--- config.mk ---
export PLATFORM = sky130hd
export DESIGN_NAME = fetch_unit
export DESIGN_NICKNAME = d
export VERILOG_FILES = /design/src/rtl/arm_pkg.sv /design/src/rtl/fetch_unit_queue.sv /design/src/rtl/fetch_unit.sv
export SDC_FILE = /design/constraint.sdc
export NUM_CORES = 1
export LEC_CHECK = 0
export CELL_PAD_IN_SITES_DETAIL_PLACEMENT = 2
export CELL_PAD_IN_SITES_GLOBAL_PLACEMENT = 2
export CORE_UTILIZATION = 26
export DETAILED_ROUTE_END_ITERATION = 8
export GPL_ROUTABILITY_DRIVEN = 0
export MAX_ROUTING_LAYER = met4
export PLACE_DENSITY_LB_ADDON = 0.1
export SYNTH_ARGS = -nofsm -noshare
export SYNTH_HDL_FRONTEND = slang
export SYNTH_SLANG_ARGS = --single-unit
--- constraint.sdc ---
create_clock -name clk -period 3.6 [get_ports clk]
set_input_delay 0.72 -clock clk [delete_from_list [all_inputs] [get_ports clk]]
set_output_delay 0.72 -clock clk [all_outputs]
set_load 0.02 [all_outputs]
--- src/rtl/arm_pkg.sv ---
// Shared definitions for the fetch stage and its downstream controller.
//   - sel_pc redirect-source encodings
//   - fetch FSM state type
//   - instruction field bit positions
//   - decode_opcode(): instruction word -> 7-bit opcode class used by decode
package arm_pkg;

  // Redirect source encodings on sel_pc; SelRsvd behaves like SelNone.
  localparam logic [1:0] SelNone   = 2'd0;
  localparam logic [1:0] SelStart  = 2'd1;
  localparam logic [1:0] SelBranch = 2'd2;
  localparam logic [1:0] SelRsvd   = 2'd3;

  typedef enum logic [1:0] {
    StIdle = 2'd0,
    StF1   = 2'd1,
    StF2   = 2'd2
  } fetch_state_t;

  // Instruction field bit positions.
  localparam int unsigned CondHi  = 31;
  localparam int unsigned CondLo  = 28;
  localparam int unsigned ClassHi = 27;
  localparam int unsigned ClassLo = 26;
  localparam int unsigned IBit    = 25;
  localparam int unsigned PBit    = 24;
  localparam int unsigned UBit    = 23;
  localparam int unsigned BBit    = 22;
  localparam int unsigned WBit    = 21;
  localparam int unsigned SBit    = 20;
  localparam int unsigned RnHi    = 19;
  localparam int unsigned RnLo    = 16;
  localparam int unsigned RdHi    = 15;
  localparam int unsigned RdLo    = 12;
  localparam int unsigned RsHi    = 11;
  localparam int unsigned RsLo    = 8;
  localparam int unsigned ShHi    = 6;
  localparam int unsigned ShLo    = 5;
  localparam int unsigned RmHi    = 3;
  localparam int unsigned RmLo    = 0;

  // Opcode layout: [6:5] instruction class, [4:0] class-specific detail.
  //   00: data processing  -> {I, opc[3:0]}
  //   01: load/store       -> {I, P, U, B, L}
  //   10: branch           -> {I, L, 3'b000}
  //   11: coprocessor/swi  -> 5'b0
  function automatic logic [6:0] decode_opcode(input logic [31:0] ir);
    logic [6:0] op;
    unique case (ir[ClassHi:ClassLo])
      2'b00:   op = {2'b00, ir[IBit], ir[PBit:WBit]};
      2'b01:   op = {2'b01, ir[IBit], ir[PBit], ir[UBit], ir[BBit], ir[SBit]};
      2'b10:   op = {2'b10, ir[IBit], ir[PBit], 3'b000};
      default: op = {2'b11, 5'b00000};
    endcase
    return op;
  endfunction

endpackage

--- src/rtl/fetch_unit_queue.sv ---
// 2-entry prefetch FIFO of {instruction word, word address}.
// Ports:
//   clk_i, rst_i      clock, async active-high reset
//   flush_i           empty the queue (wins over push/pop)
//   push_i            write {word_i, addr_i}; caller guarantees not full
//   pop_i             drop the head; ignored when empty
//   word_o, addr_o    head entry, zero when empty
//   count_o           occupancy 0..2
module fetch_queue #(
  parameter int unsigned ADDR_W = 11
) (
  input  logic              clk_i,
  input  logic              rst_i,
  input  logic              flush_i,
  input  logic              push_i,
  input  logic              pop_i,
  input  logic [31:0]       word_i,
  input  logic [ADDR_W-1:0] addr_i,
  output logic [31:0]       word_o,
  output logic [ADDR_W-1:0] addr_o,
  output logic [1:0]        count_o
);

  // Entry 0 is always the head; a pop shifts entry 1 down.
  logic [31:0]       word0_q, word0_d, word1_q, word1_d;
  logic [ADDR_W-1:0] addr0_q, addr0_d, addr1_q, addr1_d;
  logic [1:0]        count_q, count_d;
  logic              pop_ok;

  always_comb begin
    word0_d = word0_q;
    word1_d = word1_q;
    addr0_d = addr0_q;
    addr1_d = addr1_q;
    count_d = count_q;
    pop_ok  = pop_i && (count_q != 2'd0);

    if (flush_i) begin
      count_d = 2'd0;
    end else if (push_i && pop_ok) begin
      if (count_q == 2'd2) begin
        word0_d = word1_q;
        addr0_d = addr1_q;
        word1_d = word_i;
        addr1_d = addr_i;
      end else begin
        word0_d = word_i;
        addr0_d = addr_i;
      end
    end else if (push_i) begin
      if (count_q == 2'd0) begin
        word0_d = word_i;
        addr0_d = addr_i;
      end else begin
        word1_d = word_i;
        addr1_d = addr_i;
      end
      count_d = count_q + 2'd1;
    end else if (pop_ok) begin
      word0_d = word1_q;
      addr0_d = addr1_q;
      count_d = count_q - 2'd1;
    end
  end

  always_ff @(posedge clk_i or posedge rst_i) begin
    if (rst_i) begin
      word0_q <= '0;
      word1_q <= '0;
      addr0_q <= '0;
      addr1_q <= '0;
      count_q <= 2'd0;
    end else begin
      word0_q <= word0_d;
      word1_q <= word1_d;
      addr0_q <= addr0_d;
      addr1_q <= addr1_d;
      count_q <= count_d;
    end
  end

  assign word_o  = (count_q != 2'd0) ? word0_q : 32'd0;
  assign addr_o  = (count_q != 2'd0) ? addr0_q : '0;
  assign count_o = count_q;

endmodule

--- src/rtl/fetch_unit.sv ---
// Instruction fetch stage: owns the PC, reads instruction RAM port 1 over a
// two-cycle F1/F2 access, buffers words in a 2-entry prefetch queue and
// presents the head plus decoded fields to the controller.
// Ports:
//   clk, rst               clock, async active-high reset
//   load_pc, sel_pc        redirect strobe and source (1 START_PC, 2 branch_addr)
//   branch_addr            branch target
//   ram_addr1              read address (= pc)
//   ram_rd_data1           read data, captured at end of F2
//   instr_valid/instr_ack  head-present / consume handshake
//   ir, instr_pc           head word and its address
//   opcode..imm24          fields decoded from ir (all 0 when queue empty)
//   fetch_busy             FSM in F1 or F2
module fetch_unit
  import arm_pkg::*;
#(
  parameter int unsigned       ADDR_W   = 11,
  parameter logic [ADDR_W-1:0] START_PC = '0
) (
  input  logic              clk,
  input  logic              rst,
  input  logic              load_pc,
  input  logic [1:0]        sel_pc,
  input  logic [ADDR_W-1:0] branch_addr,
  output logic [ADDR_W-1:0] ram_addr1,
  input  logic [31:0]       ram_rd_data1,
  output logic              instr_valid,
  input  logic              instr_ack,
  output logic [31:0]       ir,
  output logic [ADDR_W-1:0] instr_pc,
  output logic [6:0]        opcode,
  output logic [3:0]        cond,
  output logic              P,
  output logic              U,
  output logic              W,
  output logic              en_status_decode,
  output logic [1:0]        shift_op,
  output logic [3:0]        rn,
  output logic [3:0]        rd,
  output logic [3:0]        rs,
  output logic [3:0]        rm,
  output logic [11:0]       imm12,
  output logic [23:0]       imm24,
  output logic              fetch_busy
);

  fetch_state_t      state_q, state_d;
  logic [ADDR_W-1:0] pc_q, pc_d;
  logic              running_q, running_d;

  logic              redirect;
  logic              push;
  logic              pop;
  logic [1:0]        count;
  logic [1:0]        count_post;

  // Reserved and "ignore" encodings leave the PC alone.
  assign redirect = load_pc && ((sel_pc == SelStart) || (sel_pc == SelBranch));
  // An in-flight read is dropped on redirect; the queue flush also wins.
  assign push     = (state_q == StF2) && !redirect;
  assign pop      = instr_ack && instr_valid && !redirect;
  assign count_post = count + {1'b0, push} - {1'b0, pop};

  always_comb begin
    state_d   = state_q;
    pc_d      = pc_q;
    running_d = running_q;

    if (redirect) begin
      pc_d      = (sel_pc == SelStart) ? START_PC : branch_addr;
      running_d = 1'b1;
      state_d   = StF1;
    end else begin
      unique case (state_q)
        StIdle: if (running_q && (count != 2'd2)) state_d = StF1;
        StF1:   state_d = StF2;
        StF2: begin
          pc_d    = pc_q + ADDR_W'(1);
          state_d = (count_post != 2'd2) ? StF1 : StIdle;
        end
        default: state_d = StIdle;
      endcase
    end
  end

  always_ff @(posedge clk or posedge rst) begin
    if (rst) begin
      state_q   <= StIdle;
      pc_q      <= START_PC;
      running_q <= 1'b0;
    end else begin
      state_q   <= state_d;
      pc_q      <= pc_d;
      running_q <= running_d;
    end
  end

  fetch_queue #(
    .ADDR_W (ADDR_W)
  ) u_queue (
    .clk_i   (clk),
    .rst_i   (rst),
    .flush_i (redirect),
    .push_i  (push),
    .pop_i   (pop),
    .word_i  (ram_rd_data1),
    .addr_i  (pc_q),
    .word_o  (ir),
    .addr_o  (instr_pc),
    .count_o (count)
  );

  assign ram_addr1   = pc_q;
  assign instr_valid = (count != 2'd0);
  assign fetch_busy  = (state_q == StF1) || (state_q == StF2);

  // ir is already zero when the queue is empty, so every field follows.
  assign opcode           = instr_valid ? decode_opcode(ir) : 7'd0;
  assign cond             = ir[CondHi:CondLo];
  assign P                = ir[PBit];
  assign U                = ir[UBit];
  assign W                = ir[WBit];
  assign en_status_decode = ir[SBit] & (ir[ClassHi:ClassLo] == 2'b00);
  assign shift_op         = ir[ShHi:ShLo];
  assign rn               = ir[RnHi:RnLo];
  assign rd               = ir[RdHi:RdLo];
  assign rs               = ir[RsHi:RsLo];
  assign rm               = ir[RmHi:RmLo];
  assign imm12            = ir[11:0];
  assign imm24            = ir[23:0];

endmodule

Word-level counts from Yosys, hierarchy flattened --
Cells that the tools add are included.
Word-level totals: input port bits 49, register bits 102, output and inout port bits 125
Operators by class: equal/unequal tests 14, reduce and logical (&&, ||, !) cells 21, add/sub/neg operators 5, muxes and demuxes 33, bitwise gates (word level) 2
Operator list (count):
- 32-bit two-way mux | 10
- 11-bit two-way mux | 13
- 7-bit case mux with 3 select lines | 1
- 2-bit two-way mux | 6
- 11-bit by 1-bit adder with 11-bit output, second input constant | 1
- 2-bit equality test, second input constant | 4
- 2-bit inequality test, second input constant | 4
- 1-bit logical AND | 7
- 7-bit two-way mux | 1
- 2-bit by 1-bit equality test with 1-bit output, second input constant | 3
- 2-bit logical NOT | 3
- 2-bit case mux with 3 select lines | 1
- 2-bit nonzero test | 3
- 3-bit nonzero test | 2
- 4-bit AND reduction | 1
- 3-bit by 1-bit inequality test with 1-bit output, second input constant | 1
- 3-bit inequality test, second input constant | 1
- 3-bit AND reduction | 1
- 2-bit by 1-bit adder with 2-bit output | 1
- 2-bit by 1-bit adder with 2-bit output, second input constant | 1
- 1-bit logical OR | 2
- 2-bit by 1-bit inequality test with 1-bit output, second input constant | 1
- 2-bit AND reduction | 1
- 2-bit by 1-bit subtractor with 2-bit output | 1
- other kinds (5) | 5

Depth between registers and ports, before layout --
depth after elaboration 11, mapped depth 11

By module --
From an unflattened synthesis, not the netlist that was laid out.
Unflattened totals: cells, all modules 582, area, all modules 5909.4 sq um
Modules (own cells, without submodules):
- fetch_queue | instances 1, area an instance 4443.0 sq um, cells each 412
- fetch_unit | instances 1, area an instance 1466.4 sq um, cells each 170

Worst setup path after synthesis --
No wires, ideal clock.
path kind input to register, start input port sel_pc[1], end register state_q[0], arrival time 2.331 ns, setup time 0.083 ns, slack 1.187 ns, stages on the path 10, path through inv_1 -> ha_1 -> nand2b_1 -> buf_4 -> nand2_1 -> o21ai_0 -> ha_1 -> nor3b_1 -> a2111o_1 -> o21ai_0
On the way: cells in the longest elaborated chain, start to end 11, elaborated cells between the ends (all ways) 14
Ends and longest elaborated chain:
- start, declared | line fetch_unit.sv:23 | input logic [1:0] sel_pc,
- 2-bit by 1-bit equality test with 1-bit output / 2-bit equality test (equally long branches) | line fetch_unit.sv:58 | assign redirect = load_pc && ((sel_pc == SelStart) || (sel_pc == SelBranch));
- 1-bit logical OR (*) | line fetch_unit.sv:58
- 1-bit logical AND (*) | line fetch_unit.sv:58
- 1-bit logical NOT | line fetch_unit.sv:60, fetch_unit.sv:61
- 1-bit logical AND | line fetch_unit.sv:60 | assign push = (state_q == StF2) && !redirect;
- 2-bit by 1-bit adder with 2-bit output | line fetch_unit.sv:62 | assign count_post = count + {1'b0, push} - {1'b0, pop};
- 2-bit by 1-bit subtractor with 2-bit output | line fetch_unit.sv:62
- 2-bit inequality test | line fetch_unit.sv:79 | state_d = (count_post != 2'd2) ? StF1 : StIdle;
- 1-bit two-way mux | line fetch_unit.sv:79
- 2-bit case mux with 3 select lines | line fetch_unit.sv:74 | unique case (state_q)
- 2-bit two-way mux | line fetch_unit.sv:69 | if (redirect) begin
- end signal, assigned | line fetch_unit.sv:88 | state_q <= StIdle;
- end signal, assigned | line fetch_unit.sv:92 | state_q <= state_d;
- end, declared | line fetch_unit.sv:47 | fetch_state_t state_q, state_d;
Every way passes the cells marked *; elsewhere a longest branch is shown, timed or not. A chain may end at the register's enable or synchronous reset.

Worst setup path after layout --
start register u_queue.count_q[1], in the netlist u_queue.count_o[1], end output port ir[19]
On the way: cells in the longest elaborated chain, start to end 2
Ends and longest elaborated chain:
- start, declared | line fetch_unit_queue.sv:27 | logic [1:0] count_q, count_d;
- start signal, assigned | line fetch_unit_queue.sv:78 | count_q <= count_d;
- 2-bit nonzero test | line fetch_unit_queue.sv:82 | assign word_o = (count_q != 2'd0) ? word0_q : 32'd0;
- 32-bit two-way mux | line fetch_unit_queue.sv:82
- end, declared | line fetch_unit.sv:29 | output logic [31:0] ir,
Every way passes these cells.

==> out/summary.txt <==
status - finished clean
cts repair resizes - 0
Hold EP - u_queue.addr0_q[1]
Finished Core Util - 35.1%
Clk Tree Root Cell - clkbuf_16
TNS Setup - 0 ns
Worst Setup Slack, final - 0.304 ns
I/O Buffers - 173
maximum vdd drop - 0.262 mV
Worst R2R End - u_queue.addr0_q[3]
post-synth top area cell - dfrtp_1
final-stage net count - 674
cts bufs inserted - 9
Horiz. Die Dim - 149 µm
worst-margin pin slew - 0.866 ns
Fin. Hold Viols - 0
CP Launch Type - flop
Area Overhead vs Synth - 32.2%
# diodes - 0
multi-input logic area - 2270 µm²
DR iter-0 viols - 75
total routed wirelength - 14600 µm
initial antenna violation count - 0
max_cap viols - 0
yosys warns - 0
layout cells sized above 1 - 11.4%
Post-Synthesis Cells - 516
GR Util All Layers - 14.3%
Hold Path Origin - u_queue.addr0_q[1]
clock latency at the later pin of the worst-skew pair - 0.35 ns
die area - 22100 µm²
grt ovf - 0
setup slack at placement - 0.496 ns
detailed placer's ending HPWL - 10500 µm
reg2reg start - state_q[0]
Cell Pwr Density - 813 nW/µm²
Max transition margin - 42.0%
pin count of the biggest net entering global routing - 56
die height - 149 µm
# hold bufs at CTS - 0
FF+latch area - 2550 µm²
Final Max Tran Viols - 0
post-DR vias/cell - 4.42
Syn Area/Cell - 10.8 µm²
H-tree Lvls - 3
vias in the first global route - 4381
type of the worst min-delay path - flop to flop
Rows - 53
Starting Density - 26.6%
Final min period - 3.30 ns
clk buf depth - 2
Post-CTS Setup Inserts - 0
CTS tree - yes
top-area cell type share of the netlist area - 45.7%
sequential area share after synthesis - 45.7%
critical path class - flop to primary output
clock sink count - 102
distinct cell type count after synthesis - 41
RSZ-0062 raised after global routing - false
Worst Clk Skew - 0.00787 ns
CTS clk-pin slew, worst paths - 0.07 ns
worst reg-to-reg path cell count - 7
#FFs+latches synth - 102
Filler cells - 2221
Setup crit end kind - primary output
Synth Net Count - 572
fin crit share - 91.5%
Pre-antenna DRT Iters - 4
ANT nets after route - 0
IO Pins - 174
first-pass GRT wire length - 23800 µm
hold depth - 2
Synth area leaders - dfrtp_1 (46%), buf_4 (9.3%), mux2i_1 (8.2%), mux2_2 (6.3%), and2_1 (4.8%)
Final setup viols - 0
synthesized area - 5580 µm²
WL/cell - 16.2 µm
DRC viols - 0
f_max - 303 MHz
CP Data Arrival Time - 2.58 ns
R2R setup slack - 1.07 ns
Core Region - 21000 µm²
CP Max Fanout - 31
via count - 3967
Pleak - 3.24 nW
Critical Path RT - 2.88 ns
-- power by group --
part | switching, mW | leakage (nW) | internal [mW]
sequential | 0.321 | 1.28 | 1.63
clock | 0.462 | 0.161 | 0.635
combinational | 1.54 | 1.80 | 1.40
-- metal layers --
layer	wire length, µm	global-route usage [%]	part of all wire [%]	vias to the layer above
li1	-	-	-	1886
met1	6500	17.6	45	1971
met2	7300	24.0	50	98
met3	539	1.93	3.7	12
met4	206	4.95	1.4	0
met5	0	-	0	-
-- cell type report --
cell class / instances / area share (%)
sequential: 102 / 34.6
multi-input combinational: 311 / 30.8
timing repair buffer: 184 / 24.9
tap: 275 / 4.66
clock buffer: 10 / 3.24
clock inverter: 6 / 1.25
inverter: 10 / 0.543
-- placed cells by master, fill, tap and decap left out, types with 3 or more instances in the layout --
| master | instances |
|---|---|
| a21boi_0 | 3 |
| a21oi_1 | 7 |
| and2_1 | 43 |
| buf_4 | 9 |
| clkbuf_16 | 9 |
| clkdlybuf4s50_1 | 173 |
| dfrtp_1 | 102 |
| ha_1 | 7 |
| inv_1 | 8 |
| mux2_1 | 12 |
| mux2_2 | 31 |
| mux2i_1 | 46 |
| nand2_1 | 51 |
| nand3_1 | 10 |
| nand4_1 | 5 |
| nor2_1 | 5 |
| nor3_1 | 4 |
| nor3b_1 | 5 |
| o21ai_0 | 13 |
| o21ai_1 | 36 |
| o21ai_2 | 5 |
| xnor2_1 | 6 |
| xor2_1 | 5 |
-- cells by family after synthesis --
kind of cell             synth area share [%]
adder cells (fa/ha/maj)                  1.57
flip-flops                               45.7
AND/OR/NAND/NOR                          12.3
AO/OA/AOI/OAI                            7.84
buffers and inverters                    13.9
multiplexers                             16.9
XOR/XNOR                                 1.73
-- stage by stage --
step | total power, mW | cell area (µm²) | instances | hold slack [ns]
floorplan | 4.07 | 5580 | 516 | 0.442
global placement | 4.89 | 7050 | 882 | 0.455
detailed placement | 4.99 | 7050 | 882 | 0.466
CTS | 6.13 | 7380 | 898 | 0.484
global route | 6.44 | 7380 | 898 | 0.507
finish | 6.00 | 7380 | 898 | 0.477
-- Yosys cell counts --
library cell,count
buf_2,1
and2_1,43
o211ai_4,1
nand4_1,5
nor2_1,5
nand2_1,51
mux2i_1,46
buf_6,8
nor2_4,2
nand2b_4,1
xor2_1,5
a211oi_1,1
xnor2_1,6
o21ai_1,36
nor4b_1,1
a2111oi_0,1
a21oi_1,7
mux2_1,12
nand3_1,10
nand2b_1,2
a21boi_0,3
o21ai_0,13
clkbuf_1,8
a31oi_1,1
buf_4,69
nor3b_1,5
o211ai_2,1
clkbuf_2,3
dfrtp_1,102
ha_1,7
o21ai_2,6
inv_2,1
a21o_1,1
inv_1,9
o21a_1,1
and3_1,1
a2111o_1,1
mux2_2,31
buf_12,4
nor3_1,4
nor2b_1,1
-- registers in the layout, indices dropped and copies added (netlist names) --
| signal | flops |
|---|---|
| ram_addr1 | 11 |
| running_q | 1 |
| state_q | 2 |
| u_queue.addr0_q | 11 |
| u_queue.addr1_q | 11 |
| u_queue.count_o | 2 |
| u_queue.word0_q | 32 |
| u_queue.word1_q | 32 |
-- worst max-delay path: stages, from the launching register on --
cell and delay, ns:
dfrtp_1 0.58, nor2_4 0.11, inv_2 0.42, buf_4 0.30, and2_1 0.19, clkdlybuf4s50_1 0.63
-- worst max path at each step --
stage	startpoint	end	slack (ns)	cells past startpoint
global placement	sel_pc[1]	state_q[0]	0.59	11
CTS	u_queue.count_o[1]	imm24[23]	0.23	5
global route	u_queue.count_o[1]	imm24[19]	0.08	5
floorplan	rst	ram_addr1[0]	0.20	1
detailed placement	sel_pc[1]	state_q[0]	0.50	11
finish	u_queue.count_o[1]	ir[19]	0.30	5
Note: power is estimated with default switching activity, not from simulation.
